[src/rtl/ram_bubble_sorter.sv]
// In-place unsigned bubble sort controller for a single-port RAM with
// synchronous write and registered-address read; owns the RAM port while BUSY.
module ram_bubble_sorter #(
    parameter int ADDR_WIDTH = 2,
    parameter int DATA_WIDTH = 8,
    parameter int DESCEND    = 0
) (
    input  logic                    CLK,
    input  logic                    RST_N,
    input  logic                    START,
    output logic                    BUSY,
    output logic                    DONE,
    output logic [2*ADDR_WIDTH-1:0] SWAP_COUNT,
    output logic [ADDR_WIDTH-1:0]   RAM_ADDR,
    output logic [DATA_WIDTH-1:0]   RAM_DIN,
    output logic                    RAM_WE,
    input  logic [DATA_WIDTH-1:0]   RAM_DOUT
);

    localparam int CW = 2 * ADDR_WIDTH;
    localparam logic [ADDR_WIDTH-1:0] LIM_INIT = ADDR_WIDTH'((1 << ADDR_WIDTH) - 2);

    typedef enum logic [2:0] {
        IDLE, RD_A, RD_B, CMP, WR_A, WR_B, NEXT, FIN
    } state_t;

    state_t                  state, state_nxt;
    logic [ADDR_WIDTH-1:0]   j, lim, j_inc;
    logic                    sw;
    logic [DATA_WIDTH-1:0]   a, b;
    logic [CW-1:0]           swap_count;
    logic                    swap_needed;
    logic                    pass_end;
    logic                    finish;

    assign j_inc       = j + ADDR_WIDTH'(1);
    assign swap_needed = (DESCEND != 0) ? (a < RAM_DOUT) : (a > RAM_DOUT);
    assign pass_end    = (j >= lim);
    assign finish      = pass_end && (!sw || (lim == '0));
    assign SWAP_COUNT  = swap_count;

    always_ff @(posedge CLK or negedge RST_N) begin
        if (!RST_N) state <= IDLE;
        else        state <= state_nxt;
    end

    always_comb begin
        state_nxt = state;
        case (state)
            IDLE:    if (START) state_nxt = RD_A;
            RD_A:    state_nxt = RD_B;
            RD_B:    state_nxt = CMP;
            CMP:     state_nxt = swap_needed ? WR_A : NEXT;
            WR_A:    state_nxt = WR_B;
            WR_B:    state_nxt = NEXT;
            NEXT:    state_nxt = finish ? FIN : RD_A;
            FIN:     state_nxt = IDLE;
            default: state_nxt = IDLE;
        endcase
    end

    // RAM port is a pure decode of the state and index registers
    always_comb begin
        RAM_ADDR = '0;
        RAM_DIN  = '0;
        RAM_WE   = 1'b0;
        case (state)
            RD_A:      RAM_ADDR = j;
            RD_B, CMP: RAM_ADDR = j_inc;
            WR_A: begin
                RAM_ADDR = j;
                RAM_DIN  = b;
                RAM_WE   = 1'b1;
            end
            WR_B: begin
                RAM_ADDR = j_inc;
                RAM_DIN  = a;
                RAM_WE   = 1'b1;
            end
            default: ;
        endcase
        BUSY = (state != IDLE) && (state != FIN);
        DONE = (state == FIN);
    end

    always_ff @(posedge CLK or negedge RST_N) begin
        if (!RST_N) begin
            j          <= '0;
            lim        <= '0;
            sw         <= 1'b0;
            a          <= '0;
            b          <= '0;
            swap_count <= '0;
        end else begin
            case (state)
                IDLE: begin
                    if (START) begin
                        j          <= '0;
                        lim        <= LIM_INIT;
                        sw         <= 1'b0;
                        swap_count <= '0;
                    end
                end
                RD_B: a <= RAM_DOUT;
                CMP:  b <= RAM_DOUT;
                WR_B: begin
                    sw         <= 1'b1;
                    swap_count <= swap_count + CW'(1);
                end
                NEXT: begin
                    if (!pass_end) begin
                        j <= j_inc;
                    end else if (!finish) begin
                        lim <= lim - ADDR_WIDTH'(1);
                        j   <= '0;
                        sw  <= 1'b0;
                    end
                end
                default: ;
            endcase
        end
    end

endmodule
[config.mk]
export PLATFORM = sky130hd
export DESIGN_NAME = ram_bubble_sorter
export DESIGN_NICKNAME = d
export VERILOG_FILES = /design/src/rtl/ram_bubble_sorter.sv
export SDC_FILE = /design/constraint.sdc
export NUM_CORES = 1
export LEC_CHECK = 0
export CAP_MARGIN = 5
export CORE_ASPECT_RATIO = 1.75
export CORE_MARGIN = 3
export CORE_UTILIZATION = 50
export DETAILED_ROUTE_END_ITERATION = 7
export GPL_TIMING_DRIVEN = 0
export PLACE_DENSITY = 0.72
export SETUP_SLACK_MARGIN = 0.3
export SYNTH_ARGS = -nofsm -noshare
export SYNTH_HDL_FRONTEND = slang
export SYNTH_SLANG_ARGS = --single-unit
[constraint.sdc]
create_clock -name CLK -period 2.1 [get_ports CLK]
set_input_delay 0.315 -clock CLK [delete_from_list [all_inputs] [get_ports CLK]]
set_output_delay 0.315 -clock CLK [all_outputs]
set_load 0.05 [all_outputs]
# After elaboration in Yosys (flattened, before gate mapping)
# Cells that the tools add are included.
[classes] n_addsub=3 reduce_logical=17 n_eq_ne=12 mux=21 n_lt_le_gt_ge=2
[op_table] cell="3-bit one-hot mux with 8 select lines" n=1
[op_table] cell="8-bit one-hot mux with 2 select lines" n=1
[op_table] cell="2-bit 2-to-1 mux" n=7
[op_table] cell="3-bit equality test (second input constant)" n=4
[op_table] cell="2-bit one-hot mux with 2 select lines" n=3
[op_table] cell="8-bit greater-than comparator" n=1
[op_table] cell="4-bit one-hot mux with 2 select lines" n=1
[op_table] cell="4-bit AND reduction" n=2
[op_table] cell="3-bit by 2-bit equality test with 1-bit output (second input constant)" n=2
[op_table] cell="3-bit 2-to-1 mux" n=2
[op_table] cell="2-bit != test (second input constant)" n=3
[op_table] cell="3-bit != test (second input constant)" n=2
[op_table] cell="3-bit nonzero test" n=2
[op_table] cell="4-bit by 1-bit adder with 4-bit output (second input constant)" n=1
[op_table] cell="1-bit 2-to-1 mux" n=4
[op_table] cell="4-bit 2-to-1 mux" n=1
[op_table] cell="2-bit nonzero test" n=2
[op_table] cell="2-bit OR reduction" n=2
[op_table] cell="3-bit by 1-bit equality test with 1-bit output (second input constant)" n=1
[op_table] cell="3-bit logical NOT" n=1
[op_table] cell="1-bit one-hot mux with 3 select lines" n=1
[op_table] cell="3-bit AND reduction" n=1
[op_table] cell="3-bit OR reduction" n=1
[op_table] cell="2-bit by 1-bit adder with 2-bit output (second input constant)" n=1
[op_table] cell="other kinds (7)" n=8
[word_totals] reg_bits=28 output_inout_bits=17

# Logic depth before layout (Yosys ltp)
# Gate-level depths: netlist of run 1.
[logic_depth] depth_word=6 depth_mapped=7 mapped_depth_nobuf=7

# Worst setup path before layout of run 1
# Ideal clock, no wire load.
[synth_path] kind="reg-to-output" startpoint="register state[0]" endpoint="output port BUSY" path_buffers=2 stages_incl_launch_ff=5 path_slack_ns=0.062 arrival_time_ns=1.723 path_cell_list="dfrtp_1 -> buf_4 -> buf_4 -> and3_1 -> nor2_1"
[synth_via] elab_chain_cells=2 elab_cells_between_ends=3 cone_classes="eq/ne: 1; reduce/logical: 2"
[synth_rtl] element="start, declared" line="27" rtl="state_t state, state_nxt;"
[synth_rtl] element="start signal, assigned" line="44" rtl="else state <= state_nxt;"
[synth_rtl] element="3-bit != test / 3-bit nonzero test (equally long branches)" line="82" rtl="BUSY = (state != IDLE) && (state != FIN);"
[synth_rtl] element="1-bit logical AND *" line="82"
[synth_rtl] element="end, declared" line="11" rtl="output logic BUSY,"
# Every way passes the cells marked *; elsewhere a longest branch is shown, timed or not.

# Final worst setup path of run 1
[layout_path] startpoint="register state[1]" endpoint="output port RAM_ADDR[1]"
[layout_via] elab_chain_cells=3 elab_cells_between_ends=8 cone_classes="eq/ne: 5; mux: 1; reduce/logical: 2"
[layout_rtl] element="3-bit equality test (tied with other cells)" line="67" rtl="case (state)"
[layout_rtl] element="3-bit OR reduction (no source line) / 2-bit OR reduction (equally long branches)"
[layout_rtl] element="2-bit one-hot mux with 2 select lines *" line="67"
[layout_rtl] element="end, declared" line="14" rtl="output logic [ADDR_WIDTH-1:0] RAM_ADDR,"
# Marks and branches as above.

==> key figures, run 1 <==
Final layout
  • Fillers: approximately 260
  • Area grow syn2layout: 36.1%
  • ANT cells: 0
  • Final net count: 246
  • Share of cells above drive strength 1: 29.7%

Pwr
  • Overall Power: 0.00386 W
  • Power per Cell Area: ~1700 nW/um2
  • Worst VDD drop: 1.01 mV
  • Total leakage power: between 1 and 1.5 nW

Clock network
  • Root Buffer: clkbuf_8
  • Total CTS buffers: 3
  • Clk slew on worst S/H paths: 0.09 ns
  • Worst-Skew Late Latency: around 0.27 ns
  • H-tree levels: 1
  • Clk buf depth: 2
  • CTS tree: built
  • Sink Count: 28
  • Cts-stage hold buffer count: 0

Timing
  • Slew headroom: 58.1%
  • Final hold viol count: 0
  • FMAX: between 500 and 600 MHz
  • Setup TNS: 0 ns
  • Min cycle time layout: 1.91 ns
  • Min Hold Slack: 0.0465 ns
  • Period Utilization, post-route: 90.9%
  • Clock skew: roughly 0.0065 ns
  • RSZ-0062 raised after global routing: true
  • Final setup fails: 0
  • Worst slew pin tran: 0.628 ns
  • Final Slew Violations: 0

Route
  • WL/cell: 16.0 um
  • Final ANT Viol Nets: 0
  • Vias per std cell: 5.55
  • Final WL: 4.23 mm
  • Iter 0 DRT Violations: 33
  • Total number of vias: between 1000 and 1500
  • Drt first pass iters: 4
  • Residual DRC: 0

Placed design
  • HPWL Detailed: between 2 and 3 mm
  • Placer Congestion: slightly below 0.9
  • I/O Buffers: 27

Worst setup path
  • Crit path cell chain: buf_6 -> and2b_1 -> o21ai_1 -> nand2_1 -> a22o_2 -> buf_8
  • CP required: roughly 1.8 ns
  • Max stage delay on crit path: between 0.4 and 0.5 ns
  • Worst setup endpoint: RAM_ADDR[1]
  • CP endpoint kind: output pin
  • Crit path max-delay family: flip-flops
  • Worst path bufs/invs: 2
  • WP depth: 6
  • WP data arrival: 1.59 ns
  • Crit Reg-Reg Endpoint: b[5]$_DFFE_PN0P_
  • Critical setup path kind: reg -> out
  • Reg2Reg Depth: 6
  • R2R setup slack: 0.35 ns
  • Startpoint types: register
  • Worst reg2reg startpoint: state[1]$_DFFE_PN0P_
  • Slowest cell on the critical path: dfrtp_1
  • CP Launch Point: state[1]$_DFFE_PN0P_
  • Crit path max fanout: 3

Run status
  • Outcome: finished clean

Floorplan
  • Die Span Y: 82.6 um
  • CORE AREA: between 3000 and 4000 um2
  • # IOs: 28
  • Initial Utilization: 52.8%
  • Die Wd: 49.8 um
  • FP Rows: 27
  • Die Footprint: 4110 um2

Hold path
  • Worst Hold Class: in -> async

Global routing
  • Vias in the first global route: 1399
  • GRT Total Usage: 19.5%
  • Largest net degree at the start of global routing: 29
  • Initial antenna violation count: 0
  • First-pass GRT wire length: 6.17 mm
  • Total grt overflow: 0

Synthesis
  • Seq cells post-synth: 28
  • Syn Nets: 202
  • Cells after synthesis: 179
  • Synth unique cells: 40
  • Avg Synthesized Cell Area: approximately 9.4 um2
  • Synthesized area: about 1700 um2
  • Yosys warns: 0
  • Seq/Total Area, Yosys: 41.8%

Flow run
  • Max Cap Viol: 0
[how the worst min path moves through the flow]
stage                                start                   endpoint  slack, ns  cells past startpoint
after floorplan                      RST_N  SWAP_COUNT[0]$_DFFE_PN0P_       0.02                      0
after global placement    b[7]$_DFFE_PN0P_           b[7]$_DFFE_PN0P_       0.46                      2
after detailed placement  b[3]$_DFFE_PN0P_           b[3]$_DFFE_PN0P_       0.48                      2
after CTS                 b[3]$_DFFE_PN0P_           b[3]$_DFFE_PN0P_       0.50                      2
after global routing                 RST_N       state[0]$_DFFE_PN0P_       0.09                      1
final                                RST_N           j[1]$_DFFE_PN0P_       0.05                      1
[worst register-to-register path: cells and delay by family, from the launching register on]
kind,cells,cell delay [ns]
flip-flops,1,0.41
buffers and inverters,3,0.64
AND/OR/NAND/NOR,2,0.39
AO/OA/AOI/OAI,1,0.16
[metal layers]
metal	global-route usage, %	routed length (um)	vias up
li1	-	-	702
met1	20.0	1530	739
met2	39.8	2510	25
met3	1.97	103	6
met4	6.93	76	0
met5	0	0	-
[layout make-up]
type                    instances  area (um2)  area share, %
well taps                      43        53.8           2.36
multi-input cells             132         948           41.6
flip-flops and latches         28         701           30.7
repair buffers                 39         393           17.2
inverters                      12        45.0           1.97
clock buffers                   4        55.1           2.41
plain buffers                   7        85.1           3.73
[cells in the mapped netlist, drive strengths merged]
cell / number / area [um2]
clkbuf: 1 / 3.75
o211ai: 1 / 7.51
buf: 6 / 43.8
nor3: 6 / 30.0
nand2: 20 / 75.1
xor2: 2 / 17.5
o21ai: 17 / 85.1
ha: 12 / 150
and3: 2 / 12.5
a21oi: 11 / 58.8
mux2: 8 / 90.1
and4: 1 / 8.76
nor4b: 1 / 8.76
nand3: 3 / 15.0
a22o: 1 / 8.76
nand2b: 4 / 32.5
or2: 2 / 12.5
nand4: 2 / 12.5
o22a: 1 / 8.76
nor3b: 1 / 7.51
mux2i: 9 / 90.1
nand3b: 1 / 7.51
or3b: 1 / 11.3
nor2b: 3 / 18.8
a22oi: 1 / 7.51
o22ai: 2 / 12.5
nor2: 18 / 77.6
inv: 12 / 45.0
and2b: 1 / 7.51
o31ai: 1 / 7.51
dfrtp: 28 / 701
[where the power goes]
part	total [W]	switching [W]	internal, W
combinational	0.00255	0.00140	0.00115
sequential	0.000967	0.000184	0.000783
clock	0.000337	0.000169	0.000168
[kinds of logic after synthesis]
logic type,synth area share [%]
and+or+nand+nor,20.2
DFF,41.8
AOI/OAI and AO/OA,11.7
buffers and inverters,5.53
adders and majority gates,8.96
xor gates and xnor gates,1.05
muxes,10.8
[through the flow]
stage	util [%]	setup slack, ns	instances	area [um2]
global route	71.8	0.148	265	2280
CTS	66.7	0.194	255	2120
detailed placement	63.5	-0.261	249	2020
global placement	63.5	-0.217	249	2020
floorplan	-	0.194	179	1690
finish	71.8	0.190	265	2280
[state kept, by name (all words and copies together) (netlist names)]
register    flops
state           3
a               8
SWAP_COUNT      4
lim             2
sw              1
b               8
j               2
[repair_timing]
| item | 4_1_cts | 5_1_grt |
|---|---|---|
| cloned | 0 | 2 |
| setup buffers | 2 | 8 |
| pin swaps | 1 | 5 |
| setup endpoints to repair | 22 | 14 |
| gates resized for setup | 96 | 19 |
[placed cells by master, fill, tap and decap left out, types with 2 or more instances in the layout]
cell type	instances
buf_12	2
o21ai_1	4
mux2_2	8
o21ai_0	13
mux2i_2	2
nor3_1	5
nand4_1	2
nand2b_4	2
buf_2	3
nor2b_1	3
nand2_1	19
dfrtp_1	28
and3_1	2
o22ai_1	2
nand3_1	3
nand2b_1	2
clkbuf_8	4
nor2_2	10
nor2_1	7
ha_1	12
buf_4	11
mux2i_1	7
inv_1	11
clkdlybuf4s50_1	9
a21oi_1	10
buf_6	13
dlygate4sd2_1	4
clkbuf_16	2
(Power assumes the default switching activity.)
==> run 2: changes to the inputs <==
ABC_AREA = 1   (was not set)
CAP_MARGIN = 20   (was 5)
GPL_TIMING_DRIVEN = 1   (was 0)
==> run 2 against run 1 <==
  * First-iteration DRC count is 12% lower
  * Synthesized area is 1.7% lower
  * Critical path type unchanged
  * Fmax is 6.6% higher
  * Via count is 2.5% lower
  * Worst hold slack better by 0.36 ns
  * Sequential cell count stayed put
  * Die area is 1.5% lower
  * Critical path depth is 3 lower
  * Cell area is 1.2% higher
==> key figures, run 2 <==
Floorplan
  • Die Span Y: 81.9 um
  • Initial Utilization: approximately 52%
  • Die Footprint: 4040 um2
  • CORE AREA: 3140 um2
  • FP Rows: 27
  • Die Wd: 49.4 um
  • # IOs: 28

Route
  • Total number of vias: 1435
  • Iter 0 DRT Violations: 29
  • Final ANT Viol Nets: 0
  • WL/cell: 13.4 um
  • Final WL: 3.79 mm
  • Vias per std cell: 5.09
  • Drt first pass iters: 4
  • Residual DRC: 0

Worst setup path
  • Crit path max fanout: 6
  • CP required: 1.78 ns
  • Critical setup path kind: reg -> out
  • Crit path max-delay family: flip-flops
  • Startpoint types: register
  • R2R setup slack: around 0.55 ns
  • WP data arrival: roughly 1.5 ns
  • Max stage delay on crit path: approximately 0.47 ns
  • Worst path bufs/invs: 1
  • CP endpoint kind: output pin
  • Slowest cell on the critical path: dfrtp_2
  • Crit path cell chain: nand3b_2 -> o21ai_2 -> buf_12

Clock network
  • Sink Count: 28
  • H-tree levels: 1
  • CTS tree: built
  • Clk buf depth: 2
  • Cts-stage hold buffer count: 0
  • Root Buffer: clkbuf_8
  • Clk slew on worst S/H paths: 0.10 ns
  • Worst-Skew Late Latency: 0.28 ns
  • Total CTS buffers: 3

Final layout
  • Final net count: between 200 and 300
  • ANT cells: 0
  • Most common cell after layout, fill and taps aside: nand2_1
  • Share of cells above drive strength 1: between 20 and 30%
  • Area grow syn2layout: 40.1%
  • Fin cells: 282
  • Most frequent cells in the layout: nand2_1 (56), inv_1 (29), dfrtp_1 (26), o21ai_0 (20), buf_12 (14)

Synthesis
  • Number of synthesized flops with an enable pin: 0
  • Cells after synthesis: roughly 200
  • Synthesized area: 1650 um2
  • Yosys warns: 0
  • Area share of the largest cell type after synthesis: a little over two fifths
  • Top post-synthesis cells by area: dfrtp_1 (43%), nand2_1 (13%), ha_1 (9.1%)
  • Seq cells post-synth: 28
  • Synth async-reset ratio: between 90% and 100%
  • Seq/Total Area, Yosys: 42.6%
  • Cell taking the most area after synthesis: dfrtp_1
  • Most frequent cell after synthesis: nand2_1
  • Avg Synthesized Cell Area: 8.19 um2
  • Synth unique cells: 28
  • Commonest cells post-synth: nand2_1 (57), o21ai_0 (30), inv_1 (29)
  • Syn Nets: about 220
  • Ys flop type: dfrtp_1

Timing
  • Final setup fails: 0
  • Final Slew Violations: 0
  • Period Utilization, post-route: 85.3%
  • RSZ-0062 raised after global routing: true
  • Min cycle time layout: 1.79 ns
  • Clock skew: 0.00561 ns
  • Worst slew pin tran: 0.490 ns
  • Setup TNS: 0 ns
  • Final hold viol count: 0
  • FMAX: around 560 MHz
  • Slew headroom: between 60% and 70%

Global routing
  • First-pass GRT wire length: 6.04 mm
  • Vias in the first global route: 1406
  • Total grt overflow: 0
  • Initial antenna violation count: 0
  • Largest net degree at the start of global routing: 29
  • GRT Total Usage: between 10% and 20%

Pwr
  • Share of power burned in registers: 26.3%
  • Pint: roughly 0.0020 W
  • Logic pwr share: 62.4%
  • Overall Power: 0.00380 W
  • Clock power share: 11.3%
  • Total leakage power: 1.16 nW
  • Switching share of power: 47.1%
  • P_sw: 0.00179 W
  • Power per Cell Area: 1640 nW/um2
  • Worst VDD drop: 0.853 mV

Placed design
  • I/O Buffers: 27
  • HPWL Detailed: approximately 2.6 mm
  • Placed cell count: approximately 270
  • Placer Congestion: just under 0.9

Run status
  • Outcome: finished clean

Flow run
  • Max Cap Viol: 0

Hold path
  • Worst Hold Class: in -> async
==> run 2: worst register-to-register path, cell delays in order (launching register included) <==
cell and delay (ns):
dfrtp_1 0.48, inv_1 0.09, ha_1 0.29, inv_1 0.05, nand2_1 0.04, nand2_1 0.06, nand2_1 0.09, nand3_2 0.11
nand2_1 0.09, nand2_1 0.06, o21ai_0 0.07
==> run 2: metal layers <==
| layer | vias to the layer above | part of all wire, % | GRT usage [%] |
|---|---|---|---|
| met5 | - | 0 | 0 |
| met4 | 0 | 0.87 | 6.37 |
| li1 | 726 | - | - |
| met3 | 2 | 2.0 | 2.54 |
| met2 | 21 | 59 | 39.2 |
| met1 | 686 | 38 | 19.7 |
==> run 2: cells by family after synthesis <==
group | count (synthesis) | share of synthesized area [%]
DFF | 28 | 42.6
xor gates and xnor gates | 3 | 1.60
buffers and inverters | 36 | 9.95
and+or+nand+nor | 84 | 24.6
AOI/OAI and AO/OA | 38 | 12.2
adders and majority gates | 12 | 9.12
==> run 2: power groups by stage <==
| stage | Clock (W) | Combinational, W | Sequential [W] |
|---|---|---|---|
| after floorplan | 0 | 0.00137 | 0.00101 |
| after global placement | 0 | 0.00203 | 0.00101 |
| after detailed placement | 0 | 0.00208 | 0.00103 |
| after CTS | 0.000436 | 0.00225 | 0.000989 |
| after global routing | 0.000454 | 0.00258 | 0.00102 |
| final | 0.000430 | 0.00237 | 0.000997 |
==> run 2: repair_timing <==
item                       in CTS  in global routing
pin swaps                       1                  2
hold endpoints to repair        0                  0
setup endpoints to repair      16                 10
gates cloned                    0                  1
gates resized for setup        12                 13
setup buffers                   6                  2
==> run 2: metrics by stage <==
step	cell area (um2)	setup WS, ns	hold slack, ns	util [%]
3_5_place_dp	2090	0.309	0.500	66.4
3_3_place_gp	2090	0.343	0.500	66.4
6_report	2310	0.309	0.404	73.4
4_1_cts	2230	0.277	0.421	71.1
2_1_floorplan	1660	0.219	0.0194	-
5_1_grt	2310	0.205	0.451	73.4
==> run 2: worst paths after layout <==
path                                            from                        end  cells past startpoint
min in group CLK                  lim[1]$_DFFE_PN0P_         lim[1]$_DFFE_PN0P_                      2
worst min-delay path                           RST_N  SWAP_COUNT[2]$_DFFE_PN0P_                      2
max in group asynchronous                      RST_N       state[1]$_DFFE_PN0P_                      2
worst min register to register    lim[1]$_DFFE_PN0P_         lim[1]$_DFFE_PN0P_                      2
worst max-delay path            state[1]$_DFFE_PN0P_                 RAM_DIN[4]                      3
worst max register to register      j[0]$_DFFE_PN0P_           j[0]$_DFFE_PN0P_                     10
==> run 2: area by class of cell <==
class / instances / area [um2]
Clock buffer: 3 / 41.3
Clock inverter: 1 / 30.0
Fill cell: 233 / 835
Inverter: 32 / 130
Multi-Input combinational cell: 138 / 866
Sequential cell: 28 / 703
Tap cell: 43 / 53.8
Timing Repair Buffer: 37 / 483
